$ cat src/rtl/instr_fetch.sv
// instr_fetch: byte-serial instruction fetcher that assembles opcode, opext and immediate
// under control of an external length decoder and hands the result to execute.
module instr_fetch #(
    parameter logic [23:0] RESET_PC = 24'h000000
) (
    input  logic        clk,
    input  logic        reset_n,
    output logic [23:0] mem_addr,
    output logic        mem_read,
    input  logic [7:0]  mem_rdata,
    input  logic        mem_ready,
    input  logic        pc_load,
    input  logic [23:0] pc_load_value,
    output logic [7:0]  dec_opcode,
    output logic [7:0]  dec_opext,
    input  logic        dec_need_opext,
    input  logic        dec_need_imm,
    input  logic        dec_imm_size,
    input  logic        dec_error,
    output logic        instr_valid,
    input  logic        instr_ready,
    output logic [7:0]  instr_opcode,
    output logic [7:0]  instr_opext,
    output logic [15:0] instr_imm,
    output logic [23:0] instr_pc,
    output logic [2:0]  instr_len,
    output logic        instr_illegal
);
    typedef enum logic [2:0] {FETCH_OP, FETCH_EXT, FETCH_IMM_LO, FETCH_IMM_HI, HOLD} state_t;

    state_t      state_q, state_d;
    logic        active_q;
    logic [23:0] pc_q, pc_d;
    logic [7:0]  opcode_q, opcode_d;
    logic [7:0]  opext_q, opext_d;
    logic [15:0] imm_q, imm_d;
    logic [23:0] ipc_q, ipc_d;
    logic [2:0]  len_q, len_d;
    logic        illegal_q, illegal_d;
    logic        size_q, size_d;
    logic        take;

    // active_q keeps the bus quiet until the first edge after reset release
    assign mem_read      = active_q && state_q != HOLD;
    assign mem_addr      = pc_q;
    assign take          = mem_read && mem_ready && !pc_load;
    assign dec_opcode    = (mem_read && state_q == FETCH_OP) ? mem_rdata : opcode_q;
    assign dec_opext     = (mem_read && state_q == FETCH_EXT) ? mem_rdata : opext_q;
    assign instr_valid   = state_q == HOLD && !pc_load;
    assign instr_opcode  = opcode_q;
    assign instr_opext   = opext_q;
    assign instr_imm     = imm_q;
    assign instr_pc      = ipc_q;
    assign instr_len     = len_q;
    assign instr_illegal = illegal_q;

    always_comb begin
        state_d   = state_q;
        pc_d      = pc_q;
        opcode_d  = opcode_q;
        opext_d   = opext_q;
        imm_d     = imm_q;
        ipc_d     = ipc_q;
        len_d     = len_q;
        illegal_d = illegal_q;
        size_d    = size_q;
        if (pc_load) begin
            pc_d    = pc_load_value;
            state_d = FETCH_OP;
        end else if (state_q == HOLD) begin
            state_d = instr_ready ? FETCH_OP : HOLD;
        end else if (take) begin
            pc_d  = pc_q + 24'd1;
            len_d = len_q + 3'd1;
            case (state_q)
                FETCH_OP: begin
                    opcode_d  = mem_rdata;
                    ipc_d     = pc_q;
                    opext_d   = 8'h00;
                    imm_d     = 16'h0000;
                    len_d     = 3'd1;
                    size_d    = dec_imm_size;
                    // dec_error refers to a stale opext while an extension byte is pending
                    illegal_d = !dec_need_opext && dec_error;
                    state_d   = dec_need_opext ? FETCH_EXT :
                                dec_error      ? HOLD :
                                dec_need_imm   ? FETCH_IMM_LO : HOLD;
                end
                FETCH_EXT: begin
                    opext_d   = mem_rdata;
                    size_d    = dec_imm_size;
                    illegal_d = dec_error;
                    state_d   = dec_error ? HOLD : dec_need_imm ? FETCH_IMM_LO : HOLD;
                end
                FETCH_IMM_LO: begin
                    imm_d   = {8'h00, mem_rdata};
                    state_d = size_q ? FETCH_IMM_HI : HOLD;
                end
                FETCH_IMM_HI: begin
                    imm_d[15:8] = mem_rdata;
                    state_d     = HOLD;
                end
                default: state_d = FETCH_OP;
            endcase
        end
    end

    always_ff @(posedge clk or negedge reset_n) begin
        if (!reset_n) begin
            state_q   <= FETCH_OP;
            active_q  <= 1'b0;
            pc_q      <= RESET_PC;
            opcode_q  <= 8'h00;
            opext_q   <= 8'h00;
            imm_q     <= 16'h0000;
            ipc_q     <= 24'h000000;
            len_q     <= 3'd0;
            illegal_q <= 1'b0;
            size_q    <= 1'b0;
        end else begin
            state_q   <= state_d;
            active_q  <= 1'b1;
            pc_q      <= pc_d;
            opcode_q  <= opcode_d;
            opext_q   <= opext_d;
            imm_q     <= imm_d;
            ipc_q     <= ipc_d;
            len_q     <= len_d;
            illegal_q <= illegal_d;
            size_q    <= size_d;
        end
    end
endmodule

$ cat config.mk
export PLATFORM = sky130hd
export DESIGN_NAME = instr_fetch
export DESIGN_NICKNAME = d
export VERILOG_FILES = /design/src/rtl/instr_fetch.sv
export SDC_FILE = /design/constraint.sdc
export NUM_CORES = 1
export LEC_CHECK = 0
export ABC_CLOCK_PERIOD_IN_PS = 1800
export CAP_MARGIN = 20
export CORE_MARGIN = 4
export CORE_UTILIZATION = 42
export DETAILED_ROUTE_END_ITERATION = 10
export HOLD_SLACK_MARGIN = 0.08
export PLACE_DENSITY = 0.79
export SYNTH_ARGS = -nofsm -noshare
export SYNTH_HDL_FRONTEND = slang
export SYNTH_SLANG_ARGS = --single-unit
$ cat constraint.sdc
create_clock -name clk -period 1.8 [get_ports clk]
set_input_delay 0.27 -clock clk [delete_from_list [all_inputs] [get_ports clk]]
set_output_delay 0.27 -clock clk [all_outputs]
set_load 0.02 [all_outputs]
# Word level (Yosys, flattened, before mapping)

Index checks and enable logic that the tools add are counted.

Word-level logic and storage cells: 64
Register bits: 89
Input bits: 41
Output and inout port bits: 102

Reductions and logical operators: 24
Bitwise logic cells: 2
Eq/ne operators: 6
Add/sub/neg operators: 2
Mux-type cells: 19

Operator list:

| kind                  | number |
|---|---|
| $mux 24               | 3 |
| $pmux 8 s2            | 3 |
| $mux 3                | 9 |
| $add 24x1->24 const B | 1 |
| $reduce_and 4->1      | 5 |
| $mux 8                | 2 |
| $pmux 3 s4            | 1 |
| $reduce_bool 2->1     | 4 |
| $logic_and 1x1->1     | 7 |
| $eq 3x2->1 const B    | 2 |
| $reduce_or 2->1       | 2 |
| $add 3x1->3 const B   | 1 |
| $eq 3x1->1 const B    | 1 |
| $eq 3x3->1 const B    | 1 |
| $logic_not 3->1       | 1 |
| $ne 3x3->1 const B    | 1 |
| $reduce_and 3->1      | 1 |
| $reduce_bool 3->1     | 1 |
| $logic_not 1->1       | 2 |
| $ne 2x2->1 const B    | 1 |
| $not 1->1             | 2 |
| $pmux 1 s2            | 1 |
| $reduce_and 2->1      | 1 |

# Longest topological paths before layout

Word-level depth: 7
Gate-level depth with buffers: 7
Mapped depth without buffers: 5

# Worst setup path after synthesis

No wires, ideal clock.

Path type: flip-flop to output port
Start point: reg state_q[1]
End point: out dec_opcode[0]
Slack: -0.121 ns
Data required time: 1.530 ns
Cell stages (with the launch flop): 4
Buffers on the path: 1
Arrival time: 1.651 ns
Path through: dfrtp_1 > buf_2 > nor4b_2 > mux2_2

Word-level cells in the longest chain between the ends: 4
Elaborated cells between the ends (all ways): 5
Classes of those cells: eq/ne: 1; mux: 1; reduce/logical: 3

RTL lines:

| what                     | line | RTL |
|---|---|---|
| start: declaration       | 31   | `state_t state_q, state_d;` |
| start signal: assignment | 121  | `state_q <= state_d;` |
| $ne 3x3->1               | 44   | `assign mem_read = active_q && state_q != HOLD;` |
| $logic_and 1x1->1        | 44   |  |
| $logic_and 1x1->1 (*)    | 47   | `assign dec_opcode = (mem_read && state_q == FETCH_OP) ? mem_rdata : opcode_q;` |
| $mux 8 (*)               | 47   |  |
| end: declaration         | 14   | `output logic [7:0] dec_opcode,` |

Mark *: on every way between the ends. The rest lies on a longest branch, timed or not.

# Worst setup path in the final report

Start point: reg state_q[2]
End point: out dec_opcode[0]

Same word-level chain as after synthesis.

==> summary.md <==
| Metric | Value |
|---|---|
| Layout cells sized above 1 | `0.339` |
| Gr usage total | `0.227` |
| Slew Limit Headroom | `0.594` |
| Worst Path Max Fanout | `8` |
| Die height | `110 µm` |
| I/O Buffers | `142` |
| Yosys warnings | `0` |
| CTS tree | `built` |
| Tmin final | `2.05 ns` |
| Library cells used by synthesis | `49` |
| Final hold vios | `0` |
| Placer congestion estimate | `0.813` |
| Worst vdd ir | `511 µV` |
| Total gr overflow | `0` |
| Total power | `6180 µW` |
| CP max stage delay | `0.46 ns` |
| Die area | `12100 µm²` |
| Most common cell in the netlist | `dfrtp_1` |
| Top-area cell type share of the netlist area | `0.508` |
| Initial antenna violation count | `0` |
| Synth cell count leaders | `89 x dfrtp_1, 63 x nand2_1, 49 x mux2_2` |
| Antenna cell count | `0` |
| Maximum clock path buffer count | `2` |
| Slew @ Worst Pin | `0.609 ns` |
| Via count | `4271` |
| Worst Clk Skew | `0.00762 ns` |
| Post-synth top flop | `dfrtp_1` |
| Tightest Hold Check Type | `input port to async pin` |
| CP max-delay cell | `dfrtp_2` |
| CP required | `1.53 ns` |
| Vias in the first global route | `4199` |
| CP arrival | `1.78 ns` |
| Detailed placer's ending HPWL | `9630 µm` |
| Synthesized instance count | `420` |
| Pwr Density | `859 nW/µm²` |
| Worst setup EP type | `output port` |
| Total of max-cap violations | `0` |
| Row count | `37` |
| Global-route wire length before repair | `21300 µm` |
| Unrepaired setup endpoints after global routing | `yes` |
| R2R setup slack | `-0.24 ns` |
| Fin area | `7190 µm²` |
| Outcome | `finished with violations` |
| Chip width | `110 µm` |
| CP startpoint kind | `register` |
| Drt total wl | `14300 µm` |
| Pleak | `0.00311 µW` |
| CTS Sinks | `89` |
| Pin count of the biggest net entering global routing | `38` |
| # DRC | `0` |
| Failing checks | `setup timing` |
| Final setup fails | `58` |
| Core area | `10200 µm²` |
| First drt pass iteration count | `5` |
| Post-layout nets | `676` |
| Initial DRC count | `343` |
| Post-route ant nets | `0` |
| Crit path top cell by count | `buf_6` |
| Worst setup path class | `register to output port` |
| FMAX | `487 MHz` |
| Syn nets | `463` |
| CTS Buf Count | `9` |
| Yosys top cell by area | `dfrtp_1` |
| Top post-synthesis cells by area | `dfrtp_1 51%, mux2_2 13%, nand2_1 5.4%` |
| Cell area after synthesis | `4380 µm²` |
| Initial Util | `0.428` |
| Avg Synthesized Cell Area | `10.4 µm²` |
| Final Cycle Share | `1.14` |
| DR WL/cell | `18.5 µm` |
| Syn-to-layout area delta | `64.1%` |
| Clk slew on worst S/H paths | `0.10 ns` |
| CTS H-Tree Depth | `3` |
| Worst skew pair latency | `0.36 ns` |
| Vias per inst | `5.52` |
| Asr flop ratio synth | `1.00` |
| Seq/Total Area, Yosys | `0.508` |
| Post-synth EDFFs | `0` |
| Root Buffer | `clkbuf_8` |
| I/O pins | `143` |
| Placed inst area | `6400 µm²` |
| Final worst setup slack | `-0.251 ns` |
| Worst-path cell chain | `nor4b_4, buf_6, mux2_4, buf_6` |
| #FFs+latches synth | `89` |
| Pins Over Slew Limit | `0` |
## placed cells by master (no fill, tap or decap), types with 4 or more instances in the layout
cell type,instances
clkdlybuf4s50_1,117
dfrtp_1,84
buf_4,64
nand2_1,59
mux2_2,33
buf_6,30
nand3_1,25
nor2_1,19
o21ai_0,17
mux2_4,16
inv_1,13
o21ai_1,9
clkbuf_8,9
a31oi_1,7
nand4_1,7
or4_1,6
or2_2,6
dlymetal6s2s_1,6
o31ai_1,5
dfrtp_2,5
and4_1,4
xnor2_1,4
clkinv_4,4
buf_12,4
## cell families (layout without fill, tap and decap cells)
group	Yosys count	in the layout	synth area share
and+or+nand+nor	169	171	0.201
DFF	89	89	0.508
AOI/OAI and AO/OA	61	61	0.0899
muxes	51	51	0.130
buffers and inverters	39	255	0.0474
xor gates and xnor gates	8	8	0.0160
adders and majority gates	2	2	0.00571
other	1	1	0.000856
## worst paths after layout
kind | startpoint | cells past startpoint | to
setup / recovery | state_q[2]$_DFFE_PN0P_ | 4 | dec_opcode[0]
hold / removal | reset_n | 2 | instr_pc[21]$_DFFE_PN0P_
setup reg to reg | state_q[2]$_DFFE_PN0P_ | 7 | instr_pc[13]$_DFFE_PN0P_
hold reg to reg | instr_imm[7]$_DFFE_PN0P_ | 2 | instr_imm[7]$_DFFE_PN0P_
max in group asynchronous | reset_n | 3 | mem_addr[15]$_DFFE_PN0P_
min in group clk | pc_load_value[1] | 3 | mem_addr[1]$_DFFE_PN0P_
## layout make-up
class                   count  area [µm²]
clock buffers               9         124
clock inverters             7         104
fillers                   679        3040
inverters                  13        48.8
multi-input cells         294        2270
flip-flops and latches     89        2230
well taps                 136         170
repair buffers            226        2240
## worst max-delay path: cells and delay by family (launching register included)
kind | cells | cell delay [ns]
flops | 1 | 0.46
buf+inv | 2 | 0.34
mux | 1 | 0.33
simple gates | 1 | 0.29
## stage by stage
stage / instances / setup slack (ns) / util / setup TNS, ns / hold WS [ns]
floorplan: 420 / -0.0586 / - / -1.61 / -0.0256
global placement: 742 / -0.255 / 0.625 / -15.15 / 0.261
detailed placement: 742 / -0.321 / 0.625 / -17.89 / 0.270
CTS: 768 / -0.267 / 0.675 / -9.48 / 0.413
global route: 774 / -0.299 / 0.703 / -14.15 / 0.446
finish: 774 / -0.251 / 0.703 / -9.70 / 0.404
## state kept, by name, summed over array words and instances (netlist names)
register	cells
instr_opcode	8
state_q	3
mem_addr	24
size_q	1
instr_opext	8
instr_pc	24
instr_len	3
instr_illegal	1
instr_imm	16
active_q	1
## repair_timing
item                                   CTS  global route
gates resized for setup                158            60
setup buffers                            8             3
hold buffers                             1             0
setup endpoints to repair               65            93
gates cloned                             2             4
endpoints found under the hold margin   34             0
pin swaps                               11            14
## report_power, final
group | switching (µW) | internal (µW)
logic | 1000 | 1120
registers | 212 | 2280
clock network | 758 | 797
total | 1970 | 4200
## routing by layer
metal | global-route usage | wire, µm | up-vias
met5 | 0 | 0 | -
met3 | 0.0425 | 985 | 45
li1 | - | - | 1928
met1 | 0.301 | 5810 | 2109
met4 | 0.0844 | 439 | 0
met2 | 0.371 | 7110 | 189
Power figures use the tool's default switching activity.
